==> src/rtl/key_entry_pkg.sv <==
// Shared definitions for the keypad code-entry lock: one-hot FSM state codes and keypad key codes.
package key_entry_pkg;

    typedef logic [4:0] state_t;

    localparam state_t ST_ENTRY    = 5'b00001;
    localparam state_t ST_CHECK    = 5'b00010;
    localparam state_t ST_UNLOCKED = 5'b00100;
    localparam state_t ST_LOCKOUT  = 5'b01000;
    localparam state_t ST_SET_PW   = 5'b10000;

    localparam logic [3:0] KEY_ENTER = 4'hA;
    localparam logic [3:0] KEY_BACK  = 4'hB;
    localparam logic [3:0] KEY_CLEAR = 4'hC;
    localparam logic [3:0] KEY_SETPW = 4'hD;

    function automatic logic is_digit(input logic [3:0] k);
        return k <= 4'h9;
    endfunction

endpackage

==> src/rtl/key_press_edge.sv <==
// Turns the scanner's level key_valid into a single registered press pulse and
// captures the key code on that pulse.
module key_press_edge (
    input  logic       clk,
    input  logic       reset_p,
    input  logic [3:0] key_value,
    input  logic       key_valid,
    output logic       press,
    output logic [3:0] key
);

    logic kv_d;

    always_ff @(posedge clk) begin
        if (reset_p) begin
            kv_d  <= 1'b0;
            press <= 1'b0;
            key   <= 4'h0;
        end else begin
            kv_d  <= key_valid;
            press <= key_valid & ~kv_d;
            if (key_valid & ~kv_d) begin
                key <= key_value;
            end
        end
    end

endmodule

==> src/rtl/key_entry_lock.sv <==
// Keypad code-entry lock: edits an entry buffer, checks it against the password and drives
// unlock/lockout. Defining KEY_ENTRY_PW_CHANGE_EN enables changing the password while unlocked.
module key_entry_lock
    import key_entry_pkg::*;
#(
    parameter int unsigned         DIGITS        = 4,
    parameter logic [DIGITS*4-1:0] PASSWORD      = 16'h1234,
    parameter int unsigned         UNLOCK_CYCLES = 500_000_000,
    parameter int unsigned         LOCK_CYCLES   = 1_000_000_000,
    parameter int unsigned         MAX_FAIL      = 3
) (
    input  logic                             clk,
    input  logic                             reset_p,
    input  logic [3:0]                       key_value,
    input  logic                             key_valid,
    output logic [DIGITS*4-1:0]              entry,
    output logic [$clog2(DIGITS+1)-1:0]      digit_count,
    output logic                             unlocked,
    output logic                             alarm,
    output logic [$clog2(MAX_FAIL+1)-1:0]    fail_count
);

    localparam int DW = DIGITS * 4;
    localparam int CW = $clog2(DIGITS + 1);
    localparam int FW = $clog2(MAX_FAIL + 1);

    localparam logic [CW-1:0] FULL        = CW'(DIGITS);
    localparam logic [FW-1:0] FAIL_LIMIT  = FW'(MAX_FAIL);
    localparam logic [31:0]   UNLOCK_LOAD = 32'(UNLOCK_CYCLES - 1);
    localparam logic [31:0]   LOCK_LOAD   = 32'(LOCK_CYCLES - 1);

    logic          press;
    logic [3:0]    key;
    state_t        state;
    state_t        state_n;
    logic [31:0]   timer;
    logic [31:0]   timer_n;
    logic [DW-1:0] entry_n;
    logic [DW-1:0] edit_entry;
    logic [DW-1:0] pw_reg;
    logic [CW-1:0] count_n;
    logic [CW-1:0] edit_count;
    logic [FW-1:0] fail_n;
    logic          code_match;

    key_press_edge u_edge (
        .clk       (clk),
        .reset_p   (reset_p),
        .key_value (key_value),
        .key_valid (key_valid),
        .press     (press),
        .key       (key)
    );

`ifdef KEY_ENTRY_PW_CHANGE_EN
    logic [DW-1:0] pw_n;

    always_ff @(posedge clk) begin
        if (reset_p) begin
            pw_reg <= PASSWORD;
        end else begin
            pw_reg <= pw_n;
        end
    end
`else
    assign pw_reg = PASSWORD;
`endif

    // Buffer editing shared by ENTRY and SET_PW; enter and unused codes leave it unchanged.
    always_comb begin
        edit_entry = entry;
        edit_count = digit_count;
        if (press) begin
            if (is_digit(key)) begin
                if (digit_count < FULL) begin
                    edit_entry = (entry << 4) | DW'(key);
                    edit_count = digit_count + CW'(1);
                end
            end else if (key == KEY_BACK) begin
                if (digit_count != '0) begin
                    edit_entry = entry >> 4;
                    edit_count = digit_count - CW'(1);
                end
            end else if (key == KEY_CLEAR) begin
                edit_entry = '0;
                edit_count = '0;
            end
        end
    end

    assign code_match = (digit_count == FULL) && (entry == pw_reg);

    always_comb begin
        state_n = state;
        entry_n = entry;
        count_n = digit_count;
        fail_n  = fail_count;
        timer_n = timer;
`ifdef KEY_ENTRY_PW_CHANGE_EN
        pw_n    = pw_reg;
`endif
        case (state)
            ST_ENTRY: begin
                entry_n = edit_entry;
                count_n = edit_count;
                if (press && key == KEY_ENTER) begin
                    state_n = ST_CHECK;
                end
            end
            ST_CHECK: begin
                entry_n = '0;
                count_n = '0;
                if (code_match) begin
                    state_n = ST_UNLOCKED;
                    fail_n  = '0;
                    timer_n = UNLOCK_LOAD;
                end else begin
                    fail_n = fail_count + FW'(1);
                    if (fail_n == FAIL_LIMIT) begin
                        state_n = ST_LOCKOUT;
                        timer_n = LOCK_LOAD;
                    end else begin
                        state_n = ST_ENTRY;
                    end
                end
            end
            ST_UNLOCKED: begin
                // Expiry is tested first so a press landing on the last cycle is dropped.
                if (timer == '0 || (press && key == KEY_CLEAR)) begin
                    state_n = ST_ENTRY;
                    entry_n = '0;
                    count_n = '0;
                end
`ifdef KEY_ENTRY_PW_CHANGE_EN
                else if (press && key == KEY_SETPW) begin
                    state_n = ST_SET_PW;
                    entry_n = '0;
                    count_n = '0;
                end
`endif
                else begin
                    timer_n = timer - 32'd1;
                end
            end
            ST_LOCKOUT: begin
                if (timer == '0) begin
                    state_n = ST_ENTRY;
                    fail_n  = '0;
                end else begin
                    timer_n = timer - 32'd1;
                end
            end
`ifdef KEY_ENTRY_PW_CHANGE_EN
            ST_SET_PW: begin
                entry_n = edit_entry;
                count_n = edit_count;
                if (press && key == KEY_ENTER && digit_count == FULL) begin
                    pw_n    = entry;
                    state_n = ST_ENTRY;
                    entry_n = '0;
                    count_n = '0;
                end else if (press && key == KEY_CLEAR) begin
                    state_n = ST_ENTRY;
                end
            end
`endif
            default: begin
                state_n = ST_ENTRY;
                entry_n = '0;
                count_n = '0;
            end
        endcase
    end

    always_ff @(posedge clk) begin
        if (reset_p) begin
            state       <= ST_ENTRY;
            entry       <= '0;
            digit_count <= '0;
            fail_count  <= '0;
            timer       <= '0;
            unlocked    <= 1'b0;
            alarm       <= 1'b0;
        end else begin
            state       <= state_n;
            entry       <= entry_n;
            digit_count <= count_n;
            fail_count  <= fail_n;
            timer       <= timer_n;
            unlocked    <= (state_n == ST_UNLOCKED);
            alarm       <= (state_n == ST_LOCKOUT);
        end
    end

endmodule

==> config.mk <==
export PLATFORM = sky130hd
export DESIGN_NAME = key_entry_lock
export DESIGN_NICKNAME = d
export VERILOG_FILES = /design/src/rtl/key_entry_pkg.sv /design/src/rtl/key_press_edge.sv /design/src/rtl/key_entry_lock.sv
export SDC_FILE = /design/constraint.sdc
export NUM_CORES = 1
export LEC_CHECK = 0
export ABC_AREA = 1
export BUFFER_PORTS_ARGS = -buffer_cell sky130_fd_sc_hd__buf_2
export CAP_MARGIN = 20
export CORE_ASPECT_RATIO = 1.75
export CORE_UTILIZATION = 50
export DETAILED_ROUTE_END_ITERATION = 10
export PLACE_DENSITY = 0.73
export SLEW_MARGIN = 20
export SYNTH_ARGS = -nofsm -noshare
export SYNTH_HDL_FRONTEND = slang
export SYNTH_SLANG_ARGS = --single-unit
==> constraint.sdc <==
create_clock -name clk -period 1.9 [get_ports clk]
set_input_delay 0.38 -clock clk [delete_from_list [all_inputs] [get_ports clk]]
set_output_delay 0.38 -clock clk [all_outputs]
set_load 0.02 [all_outputs]
==> results of run 1 <==
critical path, stage by stage (launching register included):
cell	delay (ns)
dfxtp_1	0.31
inv_1	0.10
ha_2	0.22
nand4_1	0.13
nor2_1	0.13
nand2_1	0.08
nand2_1	0.11
nand2_4	0.10
inv_8	0.11
buf_12	0.15
nand4_1	0.17
a21oi_1	0.24
power by group:
group          leakage [nW]  internal [mW]  switching (mW)  total [mW]
clock                 0.140           1.04           0.634        1.67
sequential            0.537           1.42          0.0336        1.46
combinational          1.65          0.127           0.226       0.353
total                  2.33           2.59           0.894        3.48
placed cells by master, fill, tap and decap left out, types with 13 or more instances in the layout:
cell / instances
nor2_1: 88
dfxtp_1: 65
nand2_1: 166
buf_4: 39
a21oi_1: 44
inv_1: 50
o21ai_0: 13
buf_2: 29
nor2_2: 15
nand4_1: 24
nand3_1: 41
metal layers:
layer,up-vias,global-route usage
met4,0,0.230
met3,73,0.0482
met2,222,0.545
met1,2088,0.293
met5,-,0
li1,2201,-
flip-flops by register name (all words and copies together) (netlist names):
signal	flops
fail_count	2
timer	32
digit_count	3
entry	16
alarm	1
state	5
u_edge.press	1
unlocked	1
u_edge.key	4
u_edge.kv_d	1
cell families (layout without fill, tap and decap cells):
group / Yosys count / count (layout) / share of synthesized area
AOI/OAI and AO/OA: 90 / 90 / 0.122
and+or+nand+nor: 384 / 387 / 0.435
other: 1 / 1 / 0.000928
xor gates and xnor gates: 7 / 7 / 0.0152
adders and majority gates: 5 / 5 / 0.0155
buffers and inverters: 79 / 145 / 0.0840
DFF: 66 / 66 / 0.327
metrics by stage:
step	TNS [ns]	utilization
finish	-0.0322	0.640
global route	-1.76	0.640
CTS	0	0.603
detailed placement	-0.189	0.561
global placement	0	0.561
floorplan	0	-
final cells by class:
| cell class | instances | area [sq um] | share of cell area |
|---|---|---|---|
| multi-input cells | 490 | 2560 | 0.510 |
| repair buffers | 71 | 503 | 0.100 |
| flip-flops and latches | 66 | 1320 | 0.263 |
| clock inverters | 5 | 55.1 | 0.0109 |
| well taps | 90 | 113 | 0.0224 |
| clock buffers | 10 | 239 | 0.0475 |
| inverters | 59 | 231 | 0.0460 |
path summary, 6_finish.rpt:
kind	from	slack, ns	endpoint
hold / removal	key_valid	0.26	u_edge.kv_d
setup reg to reg	digit_count[1]	-0.03	timer[16]
hold reg to reg	entry[14]	0.47	entry[14]
setup / recovery	digit_count[1]	-0.03	timer[16]
repair_timing:
item	4_1_cts	5_1_grt
gates resized for setup	2	51
pin swaps	0	9
setup buffers	2	10
hold buffers	0	0
cloned	1	3
endpoints found under the setup margin	30	53
==> impl_metrics.env, run 1 <==
export IMPL_yosysWarnings=0
export IMPL_place_area_sq_mm=0.00441
export IMPL_layout_setup_ws_ns=-0.0322
export IMPL_r2r_cells=11
export IMPL_io_buffers=29
export IMPL_drc_errors=0
export IMPL_initial_core_util=0.514
export IMPL_ys_seq_area_frac=0.327
export IMPL_start_kind="flip-flop"
export IMPL_clockBufferDepth=2
export IMPL_hold_viol_final=0
export IMPL_p_leak_nw=2.33
export IMPL_violations="setup timing"
export IMPL_drive_gt1_frac=0.230
export IMPL_status="finished with violations"
export IMPL_grt_util_all_layers=0.298
export IMPL_synth_largest_area_cell="dfxtp_1"
export IMPL_ios=30
export IMPL_dp_cells=760
export IMPL_synth_edf_count=0
export IMPL_end_kind="flip-flop"
export IMPL_slew_viol_final=0
export IMPL_routed_via_density=5.80
export IMPL_cts_made_buffers=9
export IMPL_die_area_sq_mm=0.00846
export IMPL_grt_overflow=0
export IMPL_yosys_top_cells_area="dfxtp_1 (33%), nand2_1 (16%), nor2_1 (9.7%)"
export IMPL_grt_pass1_wl_mm=19.7
export IMPL_antenna_found_initial=0
export IMPL_wl_per_cell_um=16.4
export IMPL_post_route_cell_area_sq_mm=0.00503
export IMPL_cts_clk_slew_worst_paths_ns=0.06
export IMPL_setup_viol=1
export IMPL_powerDensity_mw_per_mm2=693
export IMPL_cap_violations=0
export IMPL_rows=43
export IMPL_synth_top_cell_area_share=0.327
export IMPL_core_area_sq_mm=0.00786
export IMPL_first_pass_iters=5
export IMPL_cp_max_fo=14
export IMPL_netlist_instances=632
export IMPL_syn_area_sq_mm=0.00404
export IMPL_ys_types=39
export IMPL_arrival_ns=2.19
export IMPL_synthFlopType="dfxtp_1"
export IMPL_place_ws_ns=-0.0576
export IMPL_syn_area_per_cell_sq_um=6.39
export IMPL_h_tree_depth=3
export IMPL_async_reset_ff_frac=0
export IMPL_crit_type="reg2reg"
export IMPL_fin_crit_sh=1.02
export IMPL_grt_max_degree=36
export IMPL_ir_drop_uv=609
export IMPL_route_met2_wl_mm=6.71
export IMPL_synth_most_common_cell="nand2_1"
export IMPL_cts_tree="built"
export IMPL_worst_hold_slack_ns=0.262
export IMPL_dp_hpwl_mm=8.56
export IMPL_dr_total_vias=4584
export IMPL_finalPower_mw=3.48
export IMPL_fp_dieW_um=69.9
export IMPL_ys_ff_latch=66
export IMPL_syn_num_nets=644
export IMPL_gp_congestion=0.915
export IMPL_top_layer="met4"
export IMPL_diodes=0
export IMPL_met3_length_um=721
export IMPL_n_fill_cell=686
export IMPL_cts_root_buf="clkbuf_16"
export IMPL_fin_cells=791
export IMPL_min_path_cells=3
export IMPL_grt_pass1_vias=4260
export IMPL_chipHeight_um=121
export IMPL_period_needed_ns=1.93
export IMPL_clock_latency_ns=0.34
export IMPL_syn_to_final_growth_pct=24.5
export IMPL_worstPathRequired_ns=2.16
export IMPL_synth_commonest_cells="nand2_1 (171), nor2_1 (104), dfxtp_1 (66), inv_1 (51), a21oi_1 (45)"
export IMPL_clkSinkCount=66
export IMPL_fmax_ghz=0.518
export IMPL_drt_total_wl_mm=13.0
export IMPL_dr_first_iter_drc_count=308
export IMPL_m1WireLength_mm=4.49
export IMPL_antenna_left=0
export IMPL_fin_worst_skew_ns=0.00838
export IMPL_min_delay_path_class="in2reg"
export IMPL_nets=709
(Power assumes the default switching activity.)
==> run 2, diff against run 1 <==
CORE_UTILIZATION = 55   (was 50)
PLACE_DENSITY = 0.79   (was 0.73)
==> run 2 against run 1 <==
Against the previous run: the run now ends clean; critical path type unchanged; largest power group unchanged; register-to-register slack better by 0.09 ns; sequential share of layout area grew 0.054 points; clock power shrank 6%; clock-buffer cell count rose by 2; wire length grew 2.7%; fmax up 4.7%; largest cell class unchanged; critical path depth did not move; combinational power shrank 2%; global-route usage increased by 5.0 points; utilization is 6.1 points higher.
==> impl_metrics.env, run 2 (synthesized netlist as in run 1, its figures left out) <==
export IMPL_cts_hold_buf=0
export IMPL_rows=41
export IMPL_hold_viol_final=0
export IMPL_first_pass_iters=6
export IMPL_path_delay_family="simple AND/OR/NAND/NOR gates"
export IMPL_powerDensity_mw_per_mm2=670
export IMPL_r2r_start="digit_count[1]"
export IMPL_clock_latency_ns=0.34
export IMPL_grt_pass1_wl_mm=20.0
export IMPL_drt_total_wl_mm=13.3
export IMPL_grt_max_degree=30
export IMPL_core_area_sq_mm=0.00718
export IMPL_fin_crit_sh=0.972
export IMPL_wl_per_cell_um=16.9
export IMPL_cts_clk_slew_worst_paths_ns=0.05
export IMPL_min_path_cells=3
export IMPL_r2r_cells=11
export IMPL_cp_buffers_inverters=3
export IMPL_largest_register="timer"
export IMPL_grt_overflow=0
export IMPL_final_cell_mix="nand2_1 (165), nor2_1 (81), dfxtp_1 (61)"
export IMPL_ios=30
export IMPL_p_leak_nw=2.35
export IMPL_dp_cells=757
export IMPL_reg_largest_list="timer x32, entry x16, state x5"
export IMPL_cts_root_buf="clkbuf_16"
export IMPL_clockBufferDepth=2
export IMPL_crit_type="reg2reg"
export IMPL_slowest_stage="dfxtp_1"
export IMPL_clkSinkCount=66
export IMPL_end_kind="flip-flop"
export IMPL_rsz0062_at_grt="yes"
export IMPL_io_buffers=29
export IMPL_dp_hpwl_mm=8.79
export IMPL_routed_via_density=5.92
export IMPL_grt_pass1_vias=4363
export IMPL_antenna_left=0
export IMPL_diodes=0
export IMPL_gp_congestion=0.947
export IMPL_min_delay_path_class="in2reg"
export IMPL_chipHeight_um=115
export IMPL_period_needed_ns=1.85
export IMPL_finalPower_mw=3.38
export IMPL_fmax_ghz=0.542
export IMPL_fin_worst_skew_ns=0.00500
export IMPL_fin_cells=787
export IMPL_fp_dieW_um=66.8
export IMPL_finalSetupTns_ns=0
export IMPL_cp_max_fo=14
export IMPL_cts_tree="built"
export IMPL_min_from="key_valid"
export IMPL_die_area_sq_mm=0.00770
export IMPL_grt_util_all_layers=0.348
export IMPL_reg2reg_slack_ns=0.05
export IMPL_cpPeakStageDelay_ns=0.32
export IMPL_syn_to_final_growth_pct=24.7
export IMPL_worstPathRequired_ns=2.17
export IMPL_largest_reg_flops=32
export IMPL_min_delay_worst_endpoint="u_edge.kv_d"
export IMPL_crit_chain="inv_1 -> ha_2 -> nand4_1 -> nor2_1 -> nand2_1 -> nand2_1 -> nand2_4 -> inv_6 -> buf_8 -> nand4_1 -> a21oi_2"
export IMPL_slew_viol_final=0
export IMPL_drive_gt1_frac=0.241
export IMPL_nets=708
export IMPL_h_tree_depth=3
export IMPL_ir_drop_uv=680
export IMPL_dr_total_vias=4659
export IMPL_r2r_end="timer[16]"
export IMPL_cap_violations=0
export IMPL_final_common_cell="nand2_1"
export IMPL_cts_made_buffers=9
export IMPL_status="finished clean"
export IMPL_start_kind="flip-flop"
export IMPL_dr_first_iter_drc_count=376
export IMPL_initial_core_util=0.562
export IMPL_arrival_ns=2.12
export IMPL_drc_errors=0
export IMPL_setup_viol=0
export IMPL_antenna_found_initial=0
run 2: final cells by class:
| type | instances | area, sq um |
|---|---|---|
| clock buffers | 12 | 256 |
| clock inverters | 4 | 26.3 |
| fillers | 583 | 2140 |
| inverters | 59 | 226 |
| multi-input cells | 493 | 2630 |
| flip-flops and latches | 66 | 1330 |
| well taps | 86 | 108 |
| repair buffers | 67 | 467 |
run 2: layer usage:
layer / GRT usage / share of wire / vias up
li1: - / - / 2199
met1: 0.326 / 0.33 / 2108
met2: 0.621 / 0.52 / 256
met3: 0.0754 / 0.067 / 96
met4: 0.288 / 0.083 / 0
met5: 0 / 0 / -
run 2: power by group:
| group | internal (mW) | leakage (nW) | total [mW] | switching (mW) |
|---|---|---|---|---|
| Combinational | 0.118 | 1.67 | 0.347 | 0.229 |
| Sequential | 1.42 | 0.539 | 1.46 | 0.0318 |
| Clock | 0.951 | 0.139 | 1.57 | 0.623 |
| Total | 2.49 | 2.35 | 3.38 | 0.884 |
run 2: what timing repair did:
action	4_1_cts	5_1_grt
cloned	2	4
resized for setup	3	59
setup endpoints to repair	49	54
buffers inserted	2	6
pin swaps	1	8
run 2: worst max-delay path by stage:
stage                               from         to  cells after the start
after floorplan                 timer[0]  timer[28]                     12
after CTS                       timer[9]  timer[25]                     11
after detailed placement        timer[0]  timer[30]                     11
after global placement          timer[9]   entry[5]                     10
after global routing      digit_count[1]  timer[16]                     11
final                     digit_count[1]  timer[16]                     11
run 2: tightest hold or removal path: stages:
cell    delay, ns
buf_2        0.07
inv_1        0.04
nor2_1       0.07
run 2: metrics by stage:
stage                      util  setup slack [ns]  cell area (sq um)  hold slack [ns]
final                     0.701            0.0541               5040            0.260
after global routing      0.701           -0.0507               5040            0.278
after CTS                 0.663            0.0275               4760            0.263
after detailed placement  0.614           -0.0633               4410            0.474
after global placement    0.614           0.00252               4410            0.453
after floorplan               -             0.104               4040            0.445
